**config.mk**
```make
export PLATFORM = sky130hd
export DESIGN_NAME = calc_entry_ctrl
export DESIGN_NICKNAME = d
export VERILOG_FILES = /design/src/rtl/calc_pkg.sv /design/src/rtl/calc_wait_timer.sv /design/src/rtl/calc_entry_ctrl.sv
export SDC_FILE = /design/constraint.sdc
export NUM_CORES = 1
export LEC_CHECK = 0
export CORE_ASPECT_RATIO = 1.5
export CORE_UTILIZATION = 50
export CTS_BUF_LIST = sky130_fd_sc_hd__clkbuf_4 sky130_fd_sc_hd__clkbuf_8 sky130_fd_sc_hd__clkbuf_16
export DETAILED_ROUTE_END_ITERATION = 8
export DONT_BUFFER_PORTS = 1
export HOLD_SLACK_MARGIN = 0.1
export PLACE_DENSITY = 0.73
export SYNTH_ARGS = -nofsm -noshare
export SYNTH_HDL_FRONTEND = slang
export SYNTH_SLANG_ARGS = --single-unit
export TNS_END_PERCENT = 20
```
**constraint.sdc**
```tcl
create_clock -name clk -period 1.75 [get_ports clk]
set_input_delay 0.175 -clock clk [delete_from_list [all_inputs] [get_ports clk]]
set_output_delay 0.175 -clock clk [all_outputs]
set_load 0.005 [all_outputs]
```
**src/rtl/calc_pkg.sv**
```systemverilog
// ---------------------------------------------------------------------------
// calc_pkg
// Shared definitions for the calculator entry controller and its helpers:
//   - keypad codes delivered by the keypad decoder (digits are 0x0..0x9)
//   - one-hot operation encodings presented to the ALU on `operation`
//   - the entry controller state enumeration
//   - small key classification helpers used by the controller
// No ports; import with `import calc_pkg::*;`.
// ---------------------------------------------------------------------------
package calc_pkg;

  // Keypad codes. Anything from 0x0 to 0x9 is a digit.
  localparam logic [3:0] KEY_ADD = 4'hA;
  localparam logic [3:0] KEY_MUL = 4'hB;
  localparam logic [3:0] KEY_DIV = 4'hC;
  localparam logic [3:0] KEY_CLR = 4'hD;
  localparam logic [3:0] KEY_EQ  = 4'hE;
  localparam logic [3:0] KEY_NOP = 4'hF;

  localparam logic [3:0] MAX_DIGIT = 4'd9;

  // One-hot operation codes as the ALU expects them.
  localparam logic [3:0] OP_NONE = 4'b0000;
  localparam logic [3:0] OP_ADD  = 4'b0001;
  localparam logic [3:0] OP_MUL  = 4'b0010;
  localparam logic [3:0] OP_DIV  = 4'b0100;

  // Entry controller states.
  typedef enum logic [2:0] {
    ST_IDLE,
    ST_GOT_A,
    ST_GOT_OP,
    ST_GOT_B,
    ST_ISSUE,
    ST_WAIT,
    ST_DONE,
    ST_ERR
  } state_t;

  // True for the ten digit keys.
  function automatic logic is_digit(input logic [3:0] key);
    return key <= MAX_DIGIT;
  endfunction

  // True for the three arithmetic operator keys.
  function automatic logic is_operator(input logic [3:0] key);
    return (key == KEY_ADD) || (key == KEY_MUL) || (key == KEY_DIV);
  endfunction

  // Maps an operator key onto the ALU operation code. Non-operator keys map
  // to OP_NONE so a stray call can never select an arithmetic function.
  function automatic logic [3:0] key_to_op(input logic [3:0] key);
    logic [3:0] op;
    case (key)
      KEY_ADD: op = OP_ADD;
      KEY_MUL: op = OP_MUL;
      KEY_DIV: op = OP_DIV;
      default: op = OP_NONE;
    endcase
    return op;
  endfunction

endpackage

```
**src/rtl/calc_wait_timer.sv**
```systemverilog
// ---------------------------------------------------------------------------
// calc_wait_timer
// Cycle counter used by the entry controller while it waits for the ALU.
// The count is cleared by `clear`, advances by one on each enabled cycle and
// saturates at TIMEOUT-1 so it can never wrap back into the settle window.
//
// Ports:
//   clk      in   rising-edge clock
//   rst      in   asynchronous active-high reset (count -> 0)
//   clear    in   synchronous clear, has priority over enable
//   enable   in   count this cycle
//   settled  out  count >= SETTLE: an ALU done flag may be trusted
//   expired  out  the count reaches TIMEOUT-1 on the coming edge, so this is
//                 the last cycle in which a done flag can still be accepted
// ---------------------------------------------------------------------------
module calc_wait_timer #(
  parameter int SETTLE  = 2,
  parameter int TIMEOUT = 64
) (
  input  logic clk,
  input  logic rst,
  input  logic clear,
  input  logic enable,
  output logic settled,
  output logic expired
);

  localparam int CW = $clog2(TIMEOUT + 1);

  localparam logic [CW-1:0] SETTLE_C = CW'(SETTLE);
  localparam logic [CW-1:0] LAST_C   = CW'(TIMEOUT - 2);
  localparam logic [CW-1:0] MAX_C    = CW'(TIMEOUT - 1);

  logic [CW-1:0] count;

  // The count starts at zero on the first waiting cycle (it is cleared while
  // the controller issues) and then tracks how many waiting cycles have
  // already passed. Saturation keeps it pinned once the window has closed.
  always_ff @(posedge clk or posedge rst) begin
    if (rst) begin
      count <= '0;
    end else if (clear) begin
      count <= '0;
    end else if (enable && (count != MAX_C)) begin
      count <= count + CW'(1);
    end
  end

  // A done flag seen during the first SETTLE waiting cycles may be left over
  // from the previous operation, so it only counts once settled is high.
  assign settled = (count >= SETTLE_C);

  // Flagging one count early lets the controller's registered state land in
  // ERR exactly when the count would read TIMEOUT-1.
  assign expired = (count >= LAST_C);

endmodule

```
**src/rtl/calc_entry_ctrl.sv**
```systemverilog
// ---------------------------------------------------------------------------
// calc_entry_ctrl
// Keypad-to-ALU entry controller. Collects operand A, an operator and
// operand B from single-cycle key strobes, launches the ALU with a one-cycle
// alu_sel/wr_enable pulse on equals, waits for a settled alu_done and latches
// the 8-bit ALU result for the display stage. Divide by zero and an ALU that
// never answers both park the controller in an error state until clear.
//
// Parameters:
//   SETTLE   waiting cycles during which alu_done is ignored
//   TIMEOUT  waiting cycles allowed before the controller gives up
//
// Ports:
//   clk           in   rising-edge clock
//   rst           in   asynchronous active-high reset
//   key_valid     in   one-cycle strobe qualifying key_code
//   key_code [4]  in   0-9 digit, A add, B mul, C div, D clear, E equals,
//                      F ignored
//   alu_done      in   ALU completion flag
//   alu_result[8] in   ALU uncoded result
//   first_nr  [4] out  operand A (registered)
//   second_nr [4] out  operand B (registered)
//   operation [4] out  one-hot operation, 0000 when none selected
//   alu_sel       out  ALU start pulse
//   wr_enable     out  ALU operand load pulse, coincident with alu_sel
//   result    [8] out  last accepted ALU result
//   result_valid  out  one-cycle pulse when result updates
//   busy          out  high while issuing and waiting
//   error         out  high in the error state
// ---------------------------------------------------------------------------
module calc_entry_ctrl
  import calc_pkg::*;
#(
  parameter int SETTLE  = 2,
  parameter int TIMEOUT = 64
) (
  input  logic       clk,
  input  logic       rst,
  input  logic       key_valid,
  input  logic [3:0] key_code,
  input  logic       alu_done,
  input  logic [7:0] alu_result,
  output logic [3:0] first_nr,
  output logic [3:0] second_nr,
  output logic [3:0] operation,
  output logic       alu_sel,
  output logic       wr_enable,
  output logic [7:0] result,
  output logic       result_valid,
  output logic       busy,
  output logic       error
);

  state_t state;

  logic key_clr;
  logic key_digit;
  logic key_oper;
  logic key_equals;
  logic timer_clear;
  logic timer_enable;
  logic settled;
  logic expired;
  logic done_accept;
  logic div_by_zero;

  // Key decode. Every key is qualified by the strobe; 0xF never matches any
  // of these and therefore falls through every state untouched.
  assign key_clr    = key_valid && (key_code == KEY_CLR);
  assign key_digit  = key_valid && is_digit(key_code);
  assign key_oper   = key_valid && is_operator(key_code);
  assign key_equals = key_valid && (key_code == KEY_EQ);

  // The timer is zeroed during the issue cycle so the first waiting cycle
  // reads zero, and also on clear so an aborted wait leaves nothing behind.
  assign timer_clear  = key_clr || (state == ST_ISSUE);
  assign timer_enable = (state == ST_WAIT);

  calc_wait_timer #(
    .SETTLE  (SETTLE),
    .TIMEOUT (TIMEOUT)
  ) u_wait_timer (
    .clk     (clk),
    .rst     (rst),
    .clear   (timer_clear),
    .enable  (timer_enable),
    .settled (settled),
    .expired (expired)
  );

  // Only a done flag that survives the settle window counts; earlier ones
  // are assumed to belong to the operation before this one.
  assign done_accept = alu_done && settled;

  // Division by zero is caught before the ALU is ever started.
  assign div_by_zero = (operation == OP_DIV) && (second_nr == 4'd0);

  // Main controller: state and every output live in this one block so all
  // outputs are registered and alu_sel cannot glitch out of reset. The pulse
  // outputs default low each cycle and are only raised on the transition
  // that calls for them. Clear is checked before the state case so it wins
  // over everything else, including an alu_done in the same cycle.
  always_ff @(posedge clk or posedge rst) begin
    if (rst) begin
      state        <= ST_IDLE;
      first_nr     <= 4'd0;
      second_nr    <= 4'd0;
      operation    <= OP_NONE;
      alu_sel      <= 1'b0;
      wr_enable    <= 1'b0;
      result       <= 8'd0;
      result_valid <= 1'b0;
      busy         <= 1'b0;
      error        <= 1'b0;
    end else begin
      alu_sel      <= 1'b0;
      wr_enable    <= 1'b0;
      result_valid <= 1'b0;

      if (key_clr) begin
        state     <= ST_IDLE;
        first_nr  <= 4'd0;
        second_nr <= 4'd0;
        operation <= OP_NONE;
        result    <= 8'd0;
        busy      <= 1'b0;
        error     <= 1'b0;
      end else begin
        case (state)
          ST_IDLE: begin
            if (key_digit) begin
              first_nr <= key_code;
              state    <= ST_GOT_A;
            end
          end

          ST_GOT_A: begin
            if (key_digit) begin
              first_nr <= key_code;
            end else if (key_oper) begin
              operation <= key_to_op(key_code);
              state     <= ST_GOT_OP;
            end
          end

          ST_GOT_OP: begin
            if (key_oper) begin
              operation <= key_to_op(key_code);
            end else if (key_digit) begin
              second_nr <= key_code;
              state     <= ST_GOT_B;
            end
          end

          ST_GOT_B: begin
            if (key_digit) begin
              second_nr <= key_code;
            end else if (key_equals) begin
              if (div_by_zero) begin
                error <= 1'b1;
                state <= ST_ERR;
              end else begin
                alu_sel   <= 1'b1;
                wr_enable <= 1'b1;
                busy      <= 1'b1;
                state     <= ST_ISSUE;
              end
            end
          end

          ST_ISSUE: begin
            state <= ST_WAIT;
          end

          ST_WAIT: begin
            if (done_accept) begin
              result       <= alu_result;
              result_valid <= 1'b1;
              busy         <= 1'b0;
              state        <= ST_DONE;
            end else if (expired) begin
              busy  <= 1'b0;
              error <= 1'b1;
              state <= ST_ERR;
            end
          end

          ST_DONE: begin
            if (key_digit) begin
              first_nr  <= key_code;
              second_nr <= 4'd0;
              operation <= OP_NONE;
              state     <= ST_GOT_A;
            end
          end

          ST_ERR: begin
            state <= ST_ERR;
          end

          default: begin
            state <= ST_IDLE;
          end
        endcase
      end
    end
  end

endmodule

```
Yosys cells after proc, flatten, opt, wreduce, memory -nomap -nowiden
Index checks and enable logic that the tools add are counted.
{ "classes": {"add_sub_neg": 1, "order_cmp": 3, "n_eq_ne": 27, "mux": 52, "n_reduce_logical": 29} }
{ "op_table": {"columns": ["cell", "n"], "rows": [
  ["2-to-1 mux 4 bit", 10],
  ["!= test 3 bit (second input constant)", 11],
  ["2-to-1 mux 3 bit", 10],
  ["2-to-1 mux 8 bit", 3],
  ["one-hot mux 4 bit (3 select lines)", 2],
  ["one-hot mux 3 bit (7 select lines)", 1],
  ["equality test 4 bit (second input constant)", 5],
  ["2-to-1 mux 1 bit", 20],
  ["2-to-1 mux 7 bit", 2],
  ["equality test 3 bit (second input constant)", 4],
  ["nonzero test 2 bit", 5],
  ["one-hot mux 3 bit (3 select lines)", 1],
  ["AND reduction 8 bit", 1],
  ["nonzero test 4 bit", 2],
  ["adder 7 x 1 -> 7 bit (second input constant)", 1],
  [">= comparator 7 x 2 -> 1 bit (second input constant)", 1],
  [">= comparator 7 x 6 -> 1 bit (second input constant)", 1],
  ["logical AND 1 bit", 7],
  ["!= test 7 x 6 -> 1 bit (second input constant)", 1],
  ["equality test 3 x 2 -> 1 bit (second input constant)", 2],
  ["AND reduction 3 bit", 2],
  ["AND reduction 6 bit", 1],
  ["AND reduction 5 bit", 1],
  ["equality test 4 x 3 -> 1 bit (second input constant)", 1],
  ["other kinds (13)", 17]
]} }
{ "totals": {"ff_bits": 34, "in_bits": 16, "output_inout_bits": 25} }

Logic depth before layout (Yosys ltp)
Gate-level depths: netlist (run 1).
{ "logic_depth": {"word_depth": 8, "depth_mapped": 7, "depth_no_buf": 7} }

Modules after synthesis
Synthesis (run 1) repeated with hierarchy kept, for this count alone.
{ "unflattened": {"hier_cells": 201, "area_unflattened_um2": 1923.1} }
{ "modules_own_cells": {"columns": ["module", "instances", "cells_each", "area_each_um2", "seq_area_each_um2"], "rows": [
  ["calc_entry_ctrl", 1, 146, 1466.4, 650.6],
  ["calc_wait_timer", 1, 55, 456.7, 175.2]
]} }

Least setup slack after synthesis (run 1)
OpenSTA, ideal clock, no wires.
{ "synth_timing": {"path_type": "register to register", "from": "reg u_wait_timer.count[1]", "to": "reg result[0]", "setup_ns": 0.067, "arrival_ns": 1.612, "required_time_ns": 1.683, "setup_slack_ns": 0.071, "stages_incl_launch_ff": 5, "n_path_buf": 0, "cell_sequence": "dfrtp_1 -> or4_4 -> o31a_1 -> a21oi_4 -> a22o_1"} }
{ "synth_via": {"elab_chain_cells": 4} }
{ "synth_lines": {"columns": ["item", "line", "source"], "rows": [
  ["from (decl)", "calc_wait_timer.sv:34", "logic [CW-1:0] count;"],
  ["from (signal assigned)", "calc_wait_timer.sv:45", "count <= count + CW'(1);"],
  [">= comparator 7 x 2 -> 1 bit", "calc_wait_timer.sv:51", "assign settled = (count >= SETTLE_C);"],
  ["logical AND 1 bit", "calc_entry_ctrl.sv:93", "assign done_accept = alu_done && settled;"],
  ["nonzero test 2 bit (no source line)", null, null],
  ["AND reduction 2 bit (no source line)", null, null],
  ["to (signal assigned)", "calc_entry_ctrl.sv:177", "result <= alu_result;"],
  ["to (decl)", "calc_entry_ctrl.sv:48", "output logic [7:0] result,"]
]} }
Every way passes these cells.
A chain may end at the register's enable or synchronous reset.

Final worst setup path (run 1)
{ "layout_timing": {"from": "reg u_wait_timer.count[1]", "to": "reg result[1]"} }
Same word-level chain as after synthesis.

==> results list, run 1 <==
* Transition time at the pin with the least slew margin: ~0.54 ns
* Global-route wire length before repair: 6.85 mm
- Fin. max-slew vios: 0
- Measured against its own limit, the worst slew margin works out to 0.635.
- At the end of the flow, the number of nets in the layout was roughly 220.
* Via count of the first global-routing pass: 1500
- Along the worst hold path, the cell count comes to 3.
- Of all nets on the critical path, the largest fanout is 8.
- The cell sitting at the root of the clock tree is a clkbuf_8.
* Data arrival, critical path: approximately 2 ns
- Category of the critical setup timing path: register to register
* Yosys cell types: a little under 60
* Power density over the cells: between 1000 and 1500 mW/mm²
- The share of the Yosys chip area taken by registers is 0.457.
- Routed vias/inst: 6.13
- The synthesized design contains 0 enable-type register cells.
- The detailed router placed 1495 vias in this run.
* Final estimated routing congestion in global placement: 0.868
* Number of violations reported at the end of detailed-routing iteration 0: 43
- Sequence of cells on the critical path: or4_4 -> o31a_1 -> a21oi_4 -> a22o_1
* Minimum clock period after layout: 1.78 ns
- Proportion of synthesized flip-flops having asynchronous set or reset: 1.00
* R2r worst-path depth: 4
* Post-route antenna net violation count: 0
- In this run the count of I/O pins placed on the die edge is 41.
- Cell with the biggest individual delay on the critical path: or4_4
* Number of max-cap violations: 0
- Vertical die dimension: 75.6 µm
* CTS tree: done
- The first TritonRoute pass finished after 4 iterations.
- The tightest hold path in the finished design has a slack of 0.124 ns.
- Top flip-flop cell by instance count after synthesis: dfrtp_1
- Insertion delay to the later sink of the worst-skew pair: 0.28 ns
- Avg Cell Area, Syn: a little over 10 µm²
- The initial antenna violation count was 0.
- Total Routed Length: between 4 and 5 mm
* Area growth syn-to-layout: 19.0%
* Hold crit path type: input pin to register
* Number of levels the H-tree was split into: 2
- The clock passes through at most 2 buffers.
- Syn Std Cell Area: approximately 0.0018 mm²
- In this run the standard cell core region covers ~0.0034 mm².
* Hold violation count in the final report: 0
- Worst clock skew: 0.00351 ns
- The initial utilization of the core area, before any placement, comes to 0.529.
* Pin count of the biggest net entering global routing: 34
- Detailed placement ended at an HPWL of ~3.0 mm.
- The floorplan step set the die width to between 50 and 60 µm.
- Setup repair after global routing could not meet its margin everywhere.
- The clock net in this run drives a total of 33 sinks.
- Post-layout util: 0.630
* Drt drc: 0
* Floorplan row count: 26
- Total number of yosys warnings: 0
- Global route total overflow: 0
* Clock-pin transition on the worst setup and hold timing paths: 0.07 ns
- Of the cells placed in the final design, the portion with a size suffix greater than 1 is 0.198.
- Post-synth net total: ~190
* Status: complete, but fails checks
* Number of instances in the synthesized netlist: approximately 180
- The die covers 0.00386 mm².
* Total CTS buffers: 5
* # port buffers: 0
* Antenna fix cells: 0
* Tcrit/Tclk final: 1.02
* Violations in the final reports: setup timing
- Synthesized flop and latch total: 33
- Before CTS, the worst setup slack after placement is around 0.016 ns.
- Leakage power: slightly below 1 nW
- Critical Path Sink Type: register
* Type of element launching the critical path: register
- Across every metal layer, demand over resource in global routing totals 0.243.
* Maximum VDD drop: between 1 and 1.5 mV
* Endpoints failing setup: 10
- Required time at the worst-slack endpoint: ~2.0 ns
* Final setup margin: -0.0285 ns
* Avg WL per Cell: around 18 µm
* Buffer count from post-CTS setup fixing: 0
- Based on the critical path, the design can be clocked at up to about 560 MHz.
- For this run, the slowest stage of the critical path takes 0.56 ns.
power breakdown:
| group | switching (W) | leakage [nW] | total (W) | internal [W] |
|---|---|---|---|---|
| sequential | 0.000310 | 0.426 | 0.00136 | 0.00105 |
| combinational | 0.000632 | 0.497 | 0.00129 | 0.000653 |
| clock | 0.000271 | 0.0484 | 0.000562 | 0.000291 |
| total | 0.00121 | 0.972 | 0.00320 | 0.00199 |
path summary, 6_finish.rpt:
kind	startpoint	end	slack, ns
max	u_wait_timer.count[1]	result[1]	-0.03
min	key_code[2]	operation[1]	0.12
max reg2reg	u_wait_timer.count[1]	result[1]	-0.03
min reg2reg	busy	busy	0.53
max in group asynchronous	rst	state[2]	1.03
min in group asynchronous	rst	result[7]	0.42
flip-flops by register name, indices dropped and copies added (netlist names), 3 cells and up:
signal and cells:
operation 3, second_nr 4, first_nr 4, u_wait_timer.count 7, state 3, result 8
worst max-delay path, delay by kind of cell, from the launching register on:
family          cells  cell delay [ns]
flops               1             0.38
simple gates        1             0.56
compound gates      3             0.77
synth_stat cells, types with 2 or more instances:
library cell,number,area share
nor3_1,2,0.0055
o31ai_1,3,0.012
nand2_1,13,0.027
o21ai_0,8,0.022
nor2_1,9,0.019
buf_2,3,0.0083
buf_4,4,0.017
a21oi_1,7,0.019
nand4b_1,3,0.015
and2_1,2,0.0069
or3_1,2,0.0069
a31oi_1,3,0.010
dfrtp_1,33,0.46
xnor2_1,2,0.0097
nor2b_1,4,0.014
inv_1,9,0.019
or4_4,2,0.012
o21ai_2,2,0.0097
mux2i_1,4,0.022
a22o_1,11,0.053
ha_1,2,0.014
o21ai_1,2,0.0055
nand3_1,9,0.025
through the flow:
stage / setup TNS, ns / power (W) / std cells / instance area (µm²)
2_1_floorplan: 0 / 0.00220 / 175 / 1810
3_3_place_gp: 0 / 0.00253 / 222 / 1900
3_5_place_dp: 0 / 0.00257 / 222 / 1900
4_1_cts: -0.00123 / 0.00318 / 244 / 2130
5_1_grt: -1.20 / 0.00341 / 244 / 2150
6_report: -0.0769 / 0.00320 / 244 / 2150
cell usage in the layout, fill, tap and decap left out, types with 3 or more instances in the layout:
| cell | Yosys | final |
|---|---|---|
| a21oi_1 | 7 | 7 |
| a22o_1 | 11 | 11 |
| a31oi_1 | 3 | 3 |
| buf_4 | 4 | 14 |
| clkbuf_8 | 0 | 5 |
| dfrtp_1 | 33 | 33 |
| dlygate4sd3_1 | 0 | 14 |
| inv_1 | 9 | 9 |
| mux2i_1 | 4 | 4 |
| nand2_1 | 13 | 13 |
| nand3_1 | 9 | 8 |
| nand4b_1 | 3 | 3 |
| nor2_1 | 9 | 9 |
| nor2b_1 | 4 | 4 |
| o21ai_0 | 8 | 8 |
| o31ai_1 | 3 | 3 |
kinds of logic after synthesis:
kind of cell	count (synthesis)	synth area share
other cells	1	0.00208
buf+inv	19	0.0540
fa+ha+maj	2	0.0138
simple gates	57	0.186
mux	6	0.0346
flops	33	0.457
xor+xnor	2	0.00970
compound gates	55	0.242
layout make-up:
| class | count | area, µm² |
|---|---|---|
| Timing Repair Buffer | 28 | 245 |
| Fill cell | 281 | 1260 |
| Inverter | 10 | 37.5 |
| Sequential cell | 33 | 826 |
| Tap cell | 42 | 52.6 |
| Clock buffer | 6 | 76.3 |
| Multi-Input combinational cell | 123 | 903 |
| Clock inverter | 2 | 10.0 |
layer usage:
metal	global-route usage	wire length, µm
met4	0.139	136
met3	0.0599	189
met5	0	0
met2	0.424	2330
met1	0.269	1620
repair_timing:
item / 4_1_cts / 5_1_grt
endpoints found under the hold margin: 53 / 0
gates resized for setup: 0 / 3
hold buffers: 14 / 0
endpoints found under the setup margin: 1 / 22
pin swaps: 0 / 6
gates cloned: 0 / 0
(Power assumes the default switching activity.)
==> inputs of run 2 (changes only) <==
--- a/config.mk
+++ b/config.mk
@@ -7,11 +7,12 @@
 export LEC_CHECK = 0
 export CORE_ASPECT_RATIO = 1.5
 export CORE_UTILIZATION = 50
-export CTS_BUF_LIST = sky130_fd_sc_hd__clkbuf_4 sky130_fd_sc_hd__clkbuf_8 sky130_fd_sc_hd__clkbuf_16
+export CTS_BUF_LIST = sky130_fd_sc_hd__clkbuf_8 sky130_fd_sc_hd__clkbuf_16
 export DETAILED_ROUTE_END_ITERATION = 8
 export DONT_BUFFER_PORTS = 1
 export HOLD_SLACK_MARGIN = 0.1
 export PLACE_DENSITY = 0.73
+export RECOVER_POWER = 50
 export SYNTH_ARGS = -nofsm -noshare
 export SYNTH_HDL_FRONTEND = slang
 export SYNTH_SLANG_ARGS = --single-unit
==> results list, run 2 (same netlist as run 1, synthesis figures left out) <==
- Number of levels the H-tree was split into: 2
- Global route total overflow: 0
- Fin. max-slew vios: 0
- Die Footprint: around 0.0039 mm²
- For this design the total switching power over the nets is between 0.001 and 0.0015 W.
- The initial antenna violation count came to 0.
- Switching share of power: 0.381
- Commonest cells after routing, fill and taps aside: 33 x dfrtp_1, 14 x dlygate4sd3_1, 13 x nand2_1, 13 x buf_4, 11 x a22o_1
* Hold violation count in the final report: 0
* Via count of the first global-routing pass: 1500
- Cells after DPL: 222
* Slowest cell delay on critical path: approximately 0.56 ns
* Clock Power Share: 0.169
* Total power: 0.00318 W
* Vertical die dimension: roughly 76 µm
- Critical Path Sink Type: register
- The number of buffers and inverters on the critical path is 0.
- Highest fanout seen on the critical path: 8
- Final design area excluding fillers: 0.00214 mm²
- In the global route stage, overall resource usage came out at 0.243.
* Router iterations before antenna repair: 4
* Sequence of cells on the critical path: or4_4 -> o31a_1 -> a21oi_4 -> a22o_1
- Ratio of cells with drive above 1 in the final layout: 0.193
- The floorplan step defined a core boundary enclosing around 0.0034 mm².
- TritonCTS built the clock tree.
- Setup slack on the worst reg-to-reg path comes out at -0.04 ns.
* Fill cell total of the finished layout: ~280
* Total number of vias: between 1000 and 1500
* Drt drc: 0
* Number of max-cap violations: 0
- Multi-input logic area: approximately 900 µm²
* Portion of total power attributed to combinational logic: 0.404
- Number of standard cells in the layout, taps in and fillers out: ~240
- Static timing analysis puts the maximum clock frequency at between 500 and 600 MHz.
- Once detail routing completed, the nets flagged for antenna violations numbered 0.
- Leading cell type in the layout, fill and taps excluded: dfrtp_1
- After layout, the worst setup slack is -0.0352 ns.
* Clock-pin transition on the worst setup and hold timing paths: roughly 0.070 ns
* Starting density of the core: 0.529
- For this block, wires on met1 add up to 1.67 mm.
* Final estimated routing congestion in global placement: between 0.8 and 0.9
* Avg WL per Cell: around 18 µm
* Routed vias/inst: about 6.0
- The final reports fail on setup timing.
* Highest metal layer with signal wires: met4
- STA classifies the critical path startpoint as a register.
* Sum of met3 wire segment lengths after detailed routing: around 170 µm
- The final layout contains approximately 220 nets.
- After legalization and detailed placement, the total HPWL measured just under 3 mm.
- The repair_antennas step left the layout with diodes totalling 0.
* Transition time at the pin with the least slew margin: 0.803 ns
- Relative slew slack: 0.465
* Tcrit/Tclk final: 1.02
* Bufs on Longest Clock Path: 2
- Setup repair after global routing missed its margin: yes
- Buffer count from post-CTS setup fixing: 0
* Floorplan row count: 26
- I/O pin count: 41
- For the final database, setup skew stands at ~0.0029 ns.
- The worst setup path is of the register to register kind.
- Leakage power: about 0.97 nW
- Total Routed Length: between 4 and 5 mm
* Routed length on met2: 2.30 mm
- Clock tree synthesis inserted a total of 5 buffers.
- Internal cell power: between 0.0015 and 0.002 W
- Number of violations reported at the end of detailed-routing iteration 0: between 40 and 50
- Global-route wire length before repair: about 7 mm
* Cell with the biggest individual delay on the critical path: or4_4
- Buffers placed on the I/O ports in this run total 0.
- Required time at the worst-slack endpoint: approximately 2.0 ns
- The share of total power dissipated in sequential elements is 0.427.
- The tree built by TritonCTS fans out to 33 sinks.
- Hold crit path type: input pin to register
* Maximum VDD drop: 1.03 mV
- Top cell family by delay on the critical path: compound AO/OA/AOI/OAI gates
* Insertion delay to the later sink of the worst-skew pair: between 0.2 and 0.3 ns
* Power density over the cells: roughly 1500 mW/mm²
- The die is 51.1 µm wide.
- Endpoints failing setup: 11
* Post-DP Area: roughly 0.0019 mm²
- From synthesis to final layout, the design area changed by 18.7%.
- Entering global routing, the biggest net connects 34 pins.
- Counting flops per register, the top entry is result.
* Status: complete, but fails checks
- Top flop regs: result (8), u_wait_timer.count (7)
- Data arrival, critical path: ~2.0 ns
- Counting I/O delays and the setup requirement, the final critical path takes about 1.8 ns.
* Number of flip-flops in the largest register: 8
* Root Driver: clkbuf_8
- In the final layout, flip-flops and latches occupy just over 800 µm².
[run 2: what timing repair did]
action | in CTS | in global routing
hold buffers | 14 | 0
endpoints found under the hold margin | 53 | 0
pin swaps | 0 | 6
endpoints found under the setup margin | 1 | 22
gates resized for setup | 0 | 3
[run 2: worst register-to-register path: stages (launching register included)]
cell	delay, ns
dfrtp_1	0.38
or4_4	0.56
o31a_1	0.30
a21oi_4	0.27
a22o_1	0.21
[run 2: layer usage]
metal  GRT usage  vias to the layer above
li1            -                      699
met1       0.269                      721
met2       0.424                       35
met3      0.0599                       12
met4       0.139                        0
met5           0                        -
[run 2: final timing paths]
check / start / to / cells after the start
hold / removal: key_code[2] / operation[1] / 3
hold reg to reg: busy / busy / 1
setup / recovery: u_wait_timer.count[1] / result[1] / 4
max in group asynchronous: rst / state[2] / 3
setup reg to reg: u_wait_timer.count[1] / result[1] / 4
min in group asynchronous: rst / result[4] / 3
[run 2: metrics by stage]
step,hold slack (ns),TNS (ns),util,setup slack [ns]
after floorplan,0.304,0,-,0.0713
after global placement,0.166,0,0.558,0.0772
after detailed placement,0.191,0,0.558,0.0164
after CTS,0.114,-0.00123,0.623,-0.00123
after global routing,0.132,-1.19,0.628,-0.102
final,0.125,-0.128,0.628,-0.0352
[run 2: layout make-up]
cell class / count / share of cell area
clock buffer: 5 / 0.0321
clock inverter: 3 / 0.00642
inverter: 10 / 0.0175
multi-input combinational: 123 / 0.421
sequential: 33 / 0.385
tap: 42 / 0.0245
timing repair buffer: 28 / 0.113
[run 2: power by group through the flow]
stage / sequential, W / combinational, W / clock [W]
floorplan: 0.00125 / 0.000946 / 0
global placement: 0.00136 / 0.00117 / 0
detailed placement: 0.00136 / 0.00121 / 0
CTS: 0.00135 / 0.00125 / 0.000559
global route: 0.00139 / 0.00142 / 0.000578
finish: 0.00136 / 0.00128 / 0.000538
==> inputs of run 3 (changes only) <==
--- a/config.mk
+++ b/config.mk
@@ -6,6 +6,7 @@
 export NUM_CORES = 1
 export LEC_CHECK = 0
 export CORE_ASPECT_RATIO = 1.5
+export CORE_MARGIN = 3
 export CORE_UTILIZATION = 50
 export CTS_BUF_LIST = sky130_fd_sc_hd__clkbuf_8 sky130_fd_sc_hd__clkbuf_16
 export DETAILED_ROUTE_END_ITERATION = 8
==> results list, run 3 (same netlist as run 1, synthesis figures left out) <==
- DPL Wire Length: ~3.2 mm
- Via count of the first global-routing pass: 1586
- Required time at the worst-slack endpoint: ~2 ns
- Post-route antenna net violation count: 0
* Number of violations reported at the end of detailed-routing iteration 0: 45
- For the worst setup path, the data arrival time is approximately 2.0 ns.
- Fill cells in the final layout number around 300.
- Grouping stages by cell kind, the critical path spends the most delay in simple AND/OR/NAND/NOR gates.
- Clock-pin slew was measured on the worst setup and hold paths at 0.07 ns.
* Die Footprint: 0.00439 mm²
* Sequence of cells on the critical path: or4_4 -> o31ai_4 -> nand3_2 -> o21bai_1 -> o32a_1
- Root Driver: clkbuf_8
- Summing all placed instances gives a cell area of slightly below 0.002 mm².
* CTS Sinks: 33
- At the pin with the least slew margin, the transition time is 0.633 ns.
- In this run, CTS created clock tree buffers numbering 5.
- Routed vias/inst: around 6.1
- In the layout the commonest cells are 33 x dfrtp_1, 20 x buf_4, 14 x dlygate4sd3_1, 13 x nand2_1, 11 x a22o_1.
* Cell with the biggest individual delay on the critical path: or4_4
* Hold crit path type: input pin to register
- The detailed router placed roughly 1500 vias in this run.
- Area growth syn-to-layout: 23.5%
- Maximum VDD drop: between 0.8 and 0.9 mV
* Floorplan row count: 26
- Summed negative setup slack over all endpoints: -0.0275 ns
- Max-cap violations in this run came to 0.
- In this run the static leakage power is ~1.0 nW.
- Ratio of cells with drive above 1 in the final layout: 0.225
- Bufs on Longest Clock Path: 2
- CTS tree: done
- Pin count of the biggest net entering global routing: 14
* Final estimated routing congestion in global placement: 0.814
* Category of the critical setup timing path: register to register
* Worst clock skew: slightly above 0.004 ns
* Multi-input logic area: 906 µm²
- Port buffering added 0 buffers.
- Static timing analysis puts the maximum clock frequency at 563 MHz.
* Area of all sequential standard cells: ~830 µm²
* Register with the highest flop count: result
* Status: complete, but fails checks
- On the worst path, the slowest cell contributes a delay of 0.56 ns.
- After clock tree synthesis, the setup repair step added 0 buffers.
- From bottom edge to top edge, the die measures 79.6 µm.
- The max-slew violation count was 0.
* Insertion delay to the later sink of the worst-skew pair: just under 0.3 ns
* Number of nets at the end of the flow: roughly 230
- Endpoints failing setup: 1
- Summed over all layers, the global routing overflow is 0.
- For this design the top-level I/O count stands at 41.
* Final setup margin: -0.0275 ns
* Setup repair after global routing missed its margin: yes
- Count of buffer and inverter cells on the critical path: 0
* Type of element launching the critical path: register
- 0 antenna diodes ended up in the layout.
- In the final layout, the registers with the most flip-flops are result (8), u_wait_timer.count (7).
- The initial utilization of the core area, before any placement, comes to 0.524.
- Total Routed Length: approximately 4.5 mm
- Number of levels the H-tree was split into: 2
- Drt drc: 0
- The initial antenna violation count was 0.
* Hold violation count in the final report: 0
- The register with the most flip-flops in the layout has 8 of them.
- After floorplanning, the core was sized to cover about 0.0034 mm².
* Tcrit/Tclk final: 1.02
- The checks that failed: setup timing.
* Critical Path Sink Type: register
- The die is approximately 55 µm wide.
* Router iterations before antenna repair: 4
- After detailed routing, the average wire length per cell comes to roughly 18 µm.
* Total global routing track utilization: 0.229
* Highest fanout seen on the critical path: 3
- Leading cell type in the layout, fill and taps excluded: dfrtp_1
- The finished cells cover 0.00223 mm².
* Minimum clock period after layout: 1.78 ns
- Global-route wire length before repair: ~7.2 mm
- Headroom to the max-slew limit came out at 0.578.
- In this run the power density over the cells is between 1500 and 2000 mW/mm².
[run 3: path summary, 6_finish.rpt]
kind	startpoint	end	slack [ns]	cells past startpoint
worst max-delay path	u_wait_timer.count[1]	state[0]	-0.03	5
worst min-delay path	key_code[0]	wr_enable	0.12	2
worst max register to register	u_wait_timer.count[1]	state[0]	-0.03	5
worst min register to register	busy	busy	0.52	1
max in group asynchronous	rst	first_nr[3]	0.52	3
min in group asynchronous	rst	result[5]	0.33	2
[run 3: cell type report]
class / instances / share of cell area
Multi-Input combinational cell: 123 / 0.406
Sequential cell: 33 / 0.370
Timing Repair Buffer: 35 / 0.132
Clock buffer: 6 / 0.0370
Tap cell: 42 / 0.0235
Inverter: 10 / 0.0168
Clock inverter: 2 / 0.0151
[run 3: routing by layer]
metal	GRT usage	vias to the layer above	wire [µm]
met4	0.112	0	162
met3	0.0561	18	232
met5	0	-	0
met1	0.241	737	1630
met2	0.400	61	2480
li1	-	713	-
[run 3: power by group]
part           switching, W  total, W  internal [W]
Combinational      0.000657   0.00135      0.000692
Sequential         0.000297   0.00134       0.00105
Clock              0.000276  0.000734      0.000458
Total               0.00123   0.00343       0.00220
[run 3: per-stage QoR]
step / util / total power, W / worst slack [ns] / hold slack, ns / cells
4_1_cts: 0.643 / 0.00341 / 0.0171 / 0.111 / 251
5_1_grt: 0.647 / 0.00366 / -0.0745 / 0.108 / 251
6_report: 0.647 / 0.00343 / -0.0275 / 0.118 / 251
3_3_place_gp: 0.567 / 0.00257 / 0.0807 / 0.0851 / 229
3_5_place_dp: 0.567 / 0.00263 / -0.00355 / 0.0963 / 229
2_1_floorplan: - / 0.00220 / 0.0713 / 0.304 / 175
[run 3: repair_timing]
item	CTS	global route
hold endpoints to repair	31	0
pin swaps	0	5
gates resized for setup	1	3
endpoints found under the setup margin	1	12
hold buffers	14	0
